--- src/rtl/ram_buffer_pkg.sv ---
// Shared types and constants for the RAM read-buffer allocation controller.
package ram_buffer_pkg;

  localparam int unsigned DATA_W = 128;
  localparam int unsigned BYTE_W = 4;

  typedef enum logic [2:0] {
    ST_IDLE,
    ST_LOOKUP,
    ST_HIT,
    ST_RAM_RD,
    ST_RAM_WAIT,
    ST_ALLOC
  } state_e;

endpackage

--- src/rtl/ram_buffer_pri_enc.sv ---
// Lowest-index priority encoder: one-hot and binary index of the lowest set
// request bit, plus an any-set flag. Outputs are zero when no bit is set.
module ram_buffer_pri_enc #(
  parameter int unsigned N = 16
) (
  input  logic [N-1:0]         req_i,
  output logic [N-1:0]         onehot_o,
  output logic [$clog2(N)-1:0] idx_o,
  output logic                 any_o
);

  localparam int unsigned IW = $clog2(N);

  // Scan from bit 0 upward; the first set bit wins.
  always_comb begin
    logic found;
    found    = 1'b0;
    onehot_o = '0;
    idx_o    = '0;
    for (int unsigned i = 0; i < N; i++) begin
      if (req_i[i] && !found) begin
        found       = 1'b1;
        onehot_o[i] = 1'b1;
        idx_o       = i[IW-1:0];
      end
    end
    any_o = found;
  end

endmodule

--- src/rtl/ram_buffer_alloc_ctrl.sv ---
// Allocation controller for the RAM read buffer. Accepts one request at a
// time, looks for an address hit among the entries, and either bumps the hit
// entry's reference count or reads the line from RAM into a free entry.
// Optional statistics counters are built when RAM_BUFFER_CTRL_STAT_EN is
// defined.
module ram_buffer_alloc_ctrl
  import ram_buffer_pkg::*;
#(
  parameter int unsigned ENT_NUM    = 16,
  parameter int unsigned RAM_RD_LAT = 1,
  parameter int unsigned RAM_AW     = 8
) (
  input  logic                       clk,
  input  logic                       rst,
  input  logic                       req_vld,
  output logic                       req_rdy,
  input  logic [RAM_AW-1:0]          req_addr,
  input  logic [BYTE_W-1:0]          req_start_byte,
  input  logic [BYTE_W-1:0]          req_end_byte,
  output logic [RAM_AW-1:0]          lookup_addr,
  input  logic [ENT_NUM-1:0]         ent_match,
  input  logic [ENT_NUM-1:0]         ent_free,
  output logic                       ram_rd_en,
  output logic [RAM_AW-1:0]          ram_rd_addr,
  input  logic [DATA_W-1:0]          ram_rd_data,
  output logic [ENT_NUM-1:0]         alloc_en,
  output logic [RAM_AW-1:0]          alloc_addr,
  output logic [DATA_W-1:0]          alloc_data,
  output logic [BYTE_W-1:0]          buff_start_byte,
  output logic [BYTE_W-1:0]          buff_end_byte,
  output logic [ENT_NUM-1:0]         ent_cnt_inc,
  output logic                       rsp_vld,
  output logic                       rsp_hit,
  output logic [$clog2(ENT_NUM)-1:0] rsp_ent
`ifdef RAM_BUFFER_CTRL_STAT_EN
  ,
  output logic [15:0]                stat_hit_cnt,
  output logic [15:0]                stat_miss_cnt,
  output logic [15:0]                stat_stall_cnt
`endif
);

  localparam int unsigned IW = $clog2(ENT_NUM);
  localparam int unsigned CW = $clog2(RAM_RD_LAT + 1);

  state_e              state_q;
  logic [RAM_AW-1:0]   addr_q;
  logic [BYTE_W-1:0]   sb_q;
  logic [BYTE_W-1:0]   eb_q;
  logic [ENT_NUM-1:0]  oh_q;
  logic [IW-1:0]       idx_q;
  logic [CW-1:0]       cnt_q;

  logic [ENT_NUM-1:0]  match_oh;
  logic [IW-1:0]       match_idx;
  logic                match_any;
  logic [ENT_NUM-1:0]  free_oh;
  logic [IW-1:0]       free_idx;
  logic                free_any;

  ram_buffer_pri_enc #(.N(ENT_NUM)) u_match_enc (
    .req_i    (ent_match),
    .onehot_o (match_oh),
    .idx_o    (match_idx),
    .any_o    (match_any)
  );

  ram_buffer_pri_enc #(.N(ENT_NUM)) u_free_enc (
    .req_i    (ent_free),
    .onehot_o (free_oh),
    .idx_o    (free_idx),
    .any_o    (free_any)
  );

  // Control FSM; every output is registered and set on the edge entering
  // the state it belongs to, so pulses line up with the state they decode.
  always_ff @(posedge clk) begin
    if (rst) begin
      state_q         <= ST_IDLE;
      addr_q          <= '0;
      sb_q            <= '0;
      eb_q            <= '0;
      oh_q            <= '0;
      idx_q           <= '0;
      cnt_q           <= '0;
      req_rdy         <= 1'b1;
      lookup_addr     <= '0;
      ram_rd_en       <= 1'b0;
      ram_rd_addr     <= '0;
      alloc_en        <= '0;
      alloc_addr      <= '0;
      alloc_data      <= '0;
      buff_start_byte <= '0;
      buff_end_byte   <= '0;
      ent_cnt_inc     <= '0;
      rsp_vld         <= 1'b0;
      rsp_hit         <= 1'b0;
      rsp_ent         <= '0;
    end else begin
      ram_rd_en   <= 1'b0;
      alloc_en    <= '0;
      ent_cnt_inc <= '0;
      rsp_vld     <= 1'b0;
      rsp_hit     <= 1'b0;
      case (state_q)
        ST_IDLE: begin
          if (req_vld) begin
            addr_q      <= req_addr;
            sb_q        <= req_start_byte;
            eb_q        <= req_end_byte;
            lookup_addr <= req_addr;
            req_rdy     <= 1'b0;
            state_q     <= ST_LOOKUP;
          end
        end
        ST_LOOKUP: begin
          // A hit always beats a free entry, including one that shows up
          // while stalled waiting for a free slot.
          if (match_any) begin
            idx_q       <= match_idx;
            ent_cnt_inc <= match_oh;
            rsp_vld     <= 1'b1;
            rsp_hit     <= 1'b1;
            rsp_ent     <= match_idx;
            state_q     <= ST_HIT;
          end else if (free_any) begin
            idx_q       <= free_idx;
            oh_q        <= free_oh;
            ram_rd_en   <= 1'b1;
            ram_rd_addr <= addr_q;
            state_q     <= ST_RAM_RD;
          end
        end
        ST_HIT: begin
          req_rdy <= 1'b1;
          state_q <= ST_IDLE;
        end
        ST_RAM_RD: begin
          cnt_q   <= CW'(RAM_RD_LAT);
          state_q <= ST_RAM_WAIT;
        end
        ST_RAM_WAIT: begin
          if (cnt_q == CW'(1)) begin
            alloc_data      <= ram_rd_data;
            alloc_en        <= oh_q;
            alloc_addr      <= addr_q;
            buff_start_byte <= sb_q;
            buff_end_byte   <= eb_q;
            rsp_vld         <= 1'b1;
            rsp_ent         <= idx_q;
            state_q         <= ST_ALLOC;
          end else begin
            cnt_q <= cnt_q - CW'(1);
          end
        end
        ST_ALLOC: begin
          req_rdy <= 1'b1;
          state_q <= ST_IDLE;
        end
        default: begin
          req_rdy <= 1'b1;
          state_q <= ST_IDLE;
        end
      endcase
    end
  end

`ifdef RAM_BUFFER_CTRL_STAT_EN
  // Saturating hit / miss / stall event counters.
  always_ff @(posedge clk) begin
    if (rst) begin
      stat_hit_cnt   <= '0;
      stat_miss_cnt  <= '0;
      stat_stall_cnt <= '0;
    end else begin
      if (state_q == ST_HIT && stat_hit_cnt != '1)
        stat_hit_cnt <= stat_hit_cnt + 16'd1;
      if (state_q == ST_ALLOC && stat_miss_cnt != '1)
        stat_miss_cnt <= stat_miss_cnt + 16'd1;
      if (state_q == ST_LOOKUP && !match_any && !free_any && stat_stall_cnt != '1)
        stat_stall_cnt <= stat_stall_cnt + 16'd1;
    end
  end
`endif

endmodule

--- config.mk ---
export PLATFORM = sky130hd
export DESIGN_NAME = ram_buffer_alloc_ctrl
export DESIGN_NICKNAME = d
export VERILOG_FILES = /design/src/rtl/ram_buffer_pkg.sv /design/src/rtl/ram_buffer_pri_enc.sv /design/src/rtl/ram_buffer_alloc_ctrl.sv
export SDC_FILE = /design/constraint.sdc
export NUM_CORES = 1
export LEC_CHECK = 0
export CAP_MARGIN = 15
export CORE_AREA = 2 2 146 148
export DETAILED_ROUTE_END_ITERATION = 8
export DIE_AREA = 0 0 148 150
export PLACE_DENSITY = 0.83
export SYNTH_ARGS = -nofsm -noshare
export SYNTH_HDL_FRONTEND = slang
export SYNTH_SLANG_ARGS = --single-unit
export TNS_END_PERCENT = 20
--- constraint.sdc ---
create_clock -name clk -period 2.06 [get_ports clk]
set_input_delay 0.412 -clock clk [delete_from_list [all_inputs] [get_ports clk]]
set_output_delay 0.412 -clock clk [all_outputs]
set_load 0.01 [all_outputs]
Word level (Yosys, flattened, before mapping) --
Cells that the tools add are included. W data, S select, Z words.
Word-level totals: bits in registers 232, bits of input ports 179, word-level logic and storage cells 218
Operators by class: $add $sub $neg 1, equality and inequality tests 7, mux-type cells 110, bitwise logic cells 5, reductions and logical operators 76
Operators with widths (number):
- $mux W4 | 20
- $mux W1 | 69
- $mux W3 | 12
- $logic_and A1 B1 Y1 | 30
- $logic_not A1 Y1 | 30
- $pmux W3 S4 | 1
- $reduce_or A3 Y1 | 4
- $reduce_and A3 Y1 | 3
- $mux W2 | 4
- $pmux W4 S2 | 1
- $reduce_and A2 Y1 | 4
- $ne A2 B2 Y1 const B | 3
- $pmux W1 S2 | 3
- $reduce_bool A2 Y1 | 3
- $not A1 Y1 | 5
- $eq A3 B1 Y1 const B | 1
- $eq A3 B2 Y1 const B | 1
- $eq A3 B3 Y1 const B | 1
- $logic_not A3 Y1 | 1
- $ne A3 B3 Y1 const B | 1
- $reduce_or A2 Y1 | 1
- $sub A1 B1 Y1 const B | 1

Depth between registers and ports, before layout --
Gate-level depths: netlist of the first run.
depth in word-level cells 49, gate-level depth with buffers 8, gate-level depth less buffers 5

Cells and area by module --
From an unflattened synthesis of the first run, not the netlist that was laid out.
Second synthesis, totals: cell total of the unflattened synthesis 1046, area total of the unflattened synthesis 8684.6 um2
By module, submodules not included:
- ram_buffer_alloc_ctrl | times used 1, cells each 946, area an instance 7968.9 um2
- ram_buffer_pri_enc | times used 2, cells each 50, area an instance 357.8 um2

Worst setup path before layout of the first run --
Ideal clock, no wire load.
kind input -> register, from input ent_free[11], to register idx_q[0], setup time 0.117 ns, arrival 1.814 ns, setup slack 0.128 ns, stages on the path 5, buffers on the path 0, cell sequence nor4_1 > nand4_4 > or3_4 > and2_4 > a32o_1
Between the ends: word-level cells in the longest chain between the ends 16
Ends and longest elaborated chain:
- start: declaration | line ram_buffer_alloc_ctrl.sv:22 | input logic [ENT_NUM-1:0] ent_free,
- $logic_and A1 B1 Y1 (*) | line ram_buffer_pri_enc.sv:21 | if (req_i[i] && !found) begin
- $mux W1 | line ram_buffer_pri_enc.sv:21
- $logic_not A1 Y1 | line ram_buffer_pri_enc.sv:21
- $logic_and A1 B1 Y1 | line ram_buffer_pri_enc.sv:21
- $mux W1 | line ram_buffer_pri_enc.sv:21
- $logic_not A1 Y1 | line ram_buffer_pri_enc.sv:21
- $logic_and A1 B1 Y1 | line ram_buffer_pri_enc.sv:21
- $mux W1 | line ram_buffer_pri_enc.sv:21
- $logic_not A1 Y1 | line ram_buffer_pri_enc.sv:21
- $logic_and A1 B1 Y1 | line ram_buffer_pri_enc.sv:21
- $mux W1 | line ram_buffer_pri_enc.sv:21
- $logic_not A1 Y1 | line ram_buffer_pri_enc.sv:21
- $logic_and A1 B1 Y1 | line ram_buffer_pri_enc.sv:21
- $mux W4 or $mux W1 (tied branches) | line ram_buffer_pri_enc.sv:21
- $mux W4 or $reduce_bool A2 Y1 (tied branches)
- $mux W4 or $reduce_and A2 Y1 (tied branches)
- end signal: assignment | line ram_buffer_alloc_ctrl.sv:120 | idx_q <= match_idx;
- end signal: assignment | line ram_buffer_alloc_ctrl.sv:127 | idx_q <= free_idx;
- end: declaration | line ram_buffer_alloc_ctrl.sv:51 | logic [IW-1:0] idx_q;
Every way passes the cells marked *; elsewhere a longest branch is shown, timed or not. The select of a mux whose other input is x is not followed. A chain may end at the register's enable or synchronous reset.

Worst setup path after layout of the first run --
from input ent_match[3], to register idx_q[0]
Between the ends: word-level cells in the longest chain between the ends 40
Ends and longest elaborated chain:
- start: declaration | line ram_buffer_alloc_ctrl.sv:21 | input logic [ENT_NUM-1:0] ent_match,
- $logic_and A1 B1 Y1 (*) | line ram_buffer_pri_enc.sv:21
- $mux W1 | line ram_buffer_pri_enc.sv:21
- $logic_not A1 Y1 | line ram_buffer_pri_enc.sv:21
- $logic_and A1 B1 Y1 | line ram_buffer_pri_enc.sv:21
- $mux W1 | line ram_buffer_pri_enc.sv:21
- $logic_not A1 Y1 | line ram_buffer_pri_enc.sv:21
- $logic_and A1 B1 Y1 | line ram_buffer_pri_enc.sv:21
- $mux W1 | line ram_buffer_pri_enc.sv:21
- [24 not listed]
- $logic_not A1 Y1 | line ram_buffer_pri_enc.sv:21
- $logic_and A1 B1 Y1 | line ram_buffer_pri_enc.sv:21
- $mux W1 | line ram_buffer_pri_enc.sv:21
- $logic_not A1 Y1 | line ram_buffer_pri_enc.sv:21
- $logic_and A1 B1 Y1 | line ram_buffer_pri_enc.sv:21
- $mux W1 | line ram_buffer_pri_enc.sv:21
- $reduce_bool A2 Y1 (no line)
- $reduce_and A2 Y1 (no line)
Every way passes the cells marked *; elsewhere a longest branch is shown, timed or not.

==> run metrics, run 1 <==
max incr delay on CP 0.54 ns; total power 9.69 mW; number of top-level pins approximately 380; Root Driver clkbuf_16; CTS Hold Bufs 0; Seq pwr share 0.469; worst path cell trace clkdlybuf4s50_1, nor4_4, buf_4, nand4_2, or3_4, and2_4, a32o_1; Die ar. 22200 um2; gr usage total 0.232; crit path kind in -> reg; ys flop type dfxtp_1; maximum vdd drop about 660 uV; Sw Share 0.213; Fin. Hold Viols 0; sequential area share after synthesis 0.559; post-layout utilization of the core 0.661; Post-Place Cell Area roughly 13000 um2; syn_nets 1183; input/output buffers 378; area of the core 20700 um2; fin crit share 0.969; CP endpoint kind register; GP Congestion 0.923; Hold Slack 0.257 ns; Max-Cap Viols 0; CTS tree built; post-CTS setup buffer count 0; mean post-synth cell area between 8 and 9 um2; Placed Cells 1668; Detailed Routing Iterations Pass 1 5; largest net degree at the start of global routing 135; critical path's top delay family simple AND/OR/NAND/NOR gates; Finished Layout Cells 1711; Crit path required time 2.46 ns; worst-margin pin slew between 0.6 and 0.7 ns; Clock Tree Buf Depth 3; clock skew 0.0127 ns; ys async rst share 0; Slew Viols, Final 0; P_sw 2.07 mW; internal power 7.62 mW; Net count, final 1599; post-route cell area 13700 um2; outcome completed; total CTS buffers 25; post-route ant nets 0; maximum clock rate 0.501 GHz; number of diodes 0; worst skew pair latency 0.51 ns; post-DR vias/cell slightly below 5; Gate power share 0.076; FP Rows 53; Die H about 150 um; per-cell routed wire length between 15 and 20 um; critical-path maximum fanout 6; H-tree Lvls 1; clock sink total 232; Worst-path clk slew 0.06 ns; drt drc 0; Setup-failing EPs final 0; Initial Util 0.402; Crit path buffers/inverters 2; Worst Hold Class in -> reg; Synth Warn # 0; layout cells sized above 1 0.0926; Mapped Cells 1004; EDFF count, synth 0; max_slew headroom 0.580; total grt overflow 0; number of synthesized register bits 232; wirelength, routed between 20000 and 30000 um; first-pass GRT wire length ~42000 um; synth unique cells 60; clock network power share 0.455; number of global-route vias before repair between 8000 and 9000; Layout area overhead 64.6%; chip width 148 um; Crit-path slowest cell clkdlybuf4s50_1; Power Density 709 nW/um2; critical path arrival 2.40 ns; Netlist Area Pre-Place between 8000 and 9000 um2; leakage 4.85 nW; setup TNS 0 ns; DR iter-0 viols 349; fin crit period 2.00 ns; hpwl dp 19100 um; Worst Setup Start Kind primary input; initial antenna violation count 0; Placement Setup Slack -0.453 ns; routed vias between 8000 and 9000; worst setup margin 0.0635 ns
[final cells by class]
| cell class | count | area (um2) |
|---|---|---|
| Clock buffer | 37 | 721 |
| Clock inverter | 6 | 86.3 |
| Fill cell | 1654 | 7010 |
| Inverter | 7 | 26.3 |
| Multi-Input combinational cell | 702 | 3430 |
| Sequential cell | 232 | 4640 |
| Tap cell | 275 | 344 |
| Timing Repair Buffer | 452 | 4430 |
[final timing paths]
path	from	endpoint	slack, ns	cells past startpoint
min reg2reg	alloc_data[4]	alloc_data[4]	0.45	2
max	ent_match[3]	idx_q[0]	0.06	7
min	rst	idx_q[3]	0.26	3
max reg2reg	state_q[0]	oh_q[3]	0.17	5
[power by group through the flow]
stage / sequential, mW / combinational (mW) / clock, mW
2_1_floorplan: 4.64 / 0.167 / 0
3_3_place_gp: 4.64 / 0.722 / 0
3_5_place_dp: 4.64 / 0.727 / 0
4_1_cts: 4.55 / 0.734 / 4.52
5_1_grt: 4.55 / 0.786 / 4.68
6_report: 4.55 / 0.739 / 4.41
[kinds of logic after synthesis]
family,count (synthesis),share of synthesized area
muxes,2,0.00241
DFF,232,0.559
AOI/OAI and AO/OA,229,0.152
and+or+nand+nor,471,0.253
buffers and inverters,70,0.0333
[worst min-delay path: cells and delay by family]
kind | cells | cell delay, ns
compound gates | 2 | 0.18
buf+inv | 1 | 0.13
[registers in the layout (all words and copies together), names as in the netlist, 3 cells and up]
register         count
alloc_en            16
idx_q                4
state_q              3
buff_end_byte        4
buff_start_byte      4
alloc_data         128
oh_q                16
eb_q                 4
alloc_addr           8
ent_cnt_inc         16
sb_q                 4
ram_rd_addr          8
addr_q               8
rsp_ent              4
[cells in the mapped netlist (all sizes together), types with 2 or more instances]
library cell	instances	area, um2
o211ai	2	20.0
o31ai	2	15.0
clkbuf	55	208
o21ai	8	40.0
a2111oi	2	17.5
dfxtp	232	4640
nor2	22	82.6
nand3	8	40.0
o2bb2ai	2	17.5
o211a	3	37.5
a32oi	2	17.5
mux2i	2	20.0
a211oi	3	27.5
and3	7	43.8
and2	20	128
nor3b	2	15.0
nand4b	3	26.3
nor2b	6	37.5
nor4b	2	17.5
nand2	361	1360
nand2b	2	12.5
buf	8	42.5
inv	7	26.3
a21oi	193	970
or4	2	15.0
nand4	8	71.3
nand3b	2	15.0
nor4	8	114
and4	4	35.0
nor3	8	45.0
or3	3	23.8
[routing by layer]
| layer | up-vias | GRT usage | wire length (um) |
|---|---|---|---|
| met5 | - | 0 | 0 |
| met2 | 365 | 0.422 | 14100 |
| met1 | 3900 | 0.254 | 10300 |
| li1 | 4172 | - | - |
| met4 | 0 | 0.0776 | 723 |
| met3 | 55 | 0.0765 | 2490 |
[cell usage in the layout (no fill, tap or decap), drive strengths merged, types with 20 or more instances in the layout]
cell type	instances
nor2	22
nand2	361
a21oi	193
clkdlybuf4s50	377
and2	20
clkbuf	37
buf	75
dfxtp	232
[repair_timing]
action | 4_1_cts | 5_1_grt
gates resized for setup | 0 | 6
endpoints found under the hold margin | 0 | 0
endpoints found under the setup margin | 0 | 24
Power figures use the tool's default switching activity.
==> inputs of run 2 (changes only) <==
- REMOVE_ABC_BUFFERS: unset -> 1
==> run 2 against run 1 <==
Total power rose by 3.4%. Critical path depth is the same. Maximum frequency up 1.4%. Sequential power barely moved. First-iteration DRC count is 14% higher.
==> run metrics, run 2 (synthesis results as in run 1) <==
outcome completed; initial antenna violation count 1; Slew Viols, Final 0; input/output buffers roughly 380; max_slew headroom 0.641; fin crit period between 1.5 and 2 ns; number of top-level pins between 300 and 400; total power 10.0 mW; fillcell total around 1600; drt drc 0; HP Start rst; layout cells sized above 1 0.101; FP Rows 53; Root Driver clkbuf_16; unrepaired setup endpoints after global routing no; leakage 4.94 nW; number of global-route vias before repair 8148; Die H 150 um; most common cell after layout, fill and taps aside clkdlybuf4s50_1; Max-Cap Viols 0; gr usage total 0.237; Post-Place Cell Area 12900 um2; max reg flops 128; fin crit share 0.956; Largest Register alloc_data; area of the multi-input gates 3420 um2; setup TNS 0 ns; Worst-path clk slew 0.06 ns; critical path endpoint idx_q[0]; Placed Cells 1679; Crit path required time 2.47 ns; Clock Tree Buf Depth 3; reg2reg path depth 7; total CTS buffers 25; worst-margin pin slew approximately 0.53 ns; CP endpoint kind register; clock skew around 0.0069 ns; Setup-failing EPs final 0; maximum vdd drop roughly 600 uV; GP Congestion between 0.9 and 1; Finished Layout Cells 1723; post-DR vias/cell 4.97; per-cell routed wire length 16.3 um; commonest cells after routing, fill and taps aside 377 x clkdlybuf4s50_1, 360 x nand2_1, 232 x dfxtp_1, 192 x a21oi_1, 77 x buf_4; CTS Hold Bufs 0; Worst Setup Start Kind primary input; first-pass GRT wire length 42600 um; total grt overflow 0; Hold Slack 0.247 ns; Seq. cell area 4640 um2; DR iter-0 viols approximately 400; critical-path maximum fanout 4; wirelength, routed 28200 um; worst skew pair latency roughly 0.52 ns; clock sink total around 230; chip width roughly 150 um; post-route cell area 13800 um2; Fin. Hold Viols 0; hpwl dp 20000 um; FF-to-FF setup slack 0.25 ns; FF-to-FF End alloc_en[14]; CTS tree built; crit path kind in -> reg; beginning of the critical path ent_match[0]; Detailed Routing Iterations Pass 1 5; number of diodes 0; Worst Hold Class in -> reg; H-tree Lvls 1; Power Density 725 nW/um2; routed vias 8559; area of the core 20700 um2; critical path arrival between 2 and 2.5 ns; post-route ant nets 0; maximum clock rate 0.508 GHz; Net count, final 1610; Die ar. 22200 um2; Layout area overhead 66.5%; largest net degree at the start of global routing 84; Initial Util 0.402; r2r startpoint state_q[0]
-- run 2: timing repair --
item | CTS | global route
buffers inserted | 0 | 0
endpoints found under the setup margin | 0 | 13
gates resized for setup | 0 | 3
-- run 2: final cells by class --
class                           instances  share of cell area
Inverter                                7             0.00190
Tap cell                              275              0.0249
Clock inverter                          8              0.0106
Sequential cell                       232               0.336
Clock buffer                           36              0.0526
Timing Repair Buffer                  463               0.327
Multi-Input combinational cell        702               0.247
-- run 2: critical path, stage by stage --
cell and delay (ns):
clkdlybuf4s50_1 0.47, buf_4 0.17, nor4_4 0.27, and4_1 0.34, o221a_2 0.23, o311ai_0 0.19, a32o_1 0.30
-- run 2: how the worst min path moves through the flow --
stage	end	slack, ns	cells after the start
floorplan	oh_q[10]	0.42	2
detailed placement	alloc_en[8]	0.44	1
global placement	oh_q[14]	0.43	2
CTS	oh_q[0]	0.22	2
global route	oh_q[10]	0.24	2
finish	oh_q[0]	0.25	2
-- run 2: layer usage --
layer	wire length, um	part of all wire	up-vias	track usage
met5	13	0.00046	-	0
met4	1150	0.041	2	0.0967
met3	2070	0.074	72	0.0552
met2	13900	0.49	323	0.413
met1	11100	0.39	3966	0.283
li1	-	-	4196	-
-- run 2: stage by stage --
| step | setup WS (ns) | util |
|---|---|---|
| detailed placement | -0.421 | 0.626 |
| CTS | 0.0853 | 0.668 |
| finish | 0.0903 | 0.669 |
| floorplan | -6.43 | - |
| global route | 0.00794 | 0.669 |
| global placement | -0.412 | 0.626 |
-- run 2: where the power goes --
part	switching (mW)	internal (mW)	total (mW)
clock	1.80	2.94	4.74
sequential	0.0285	4.52	4.55
combinational	0.280	0.457	0.737
total	2.11	7.92	10.0
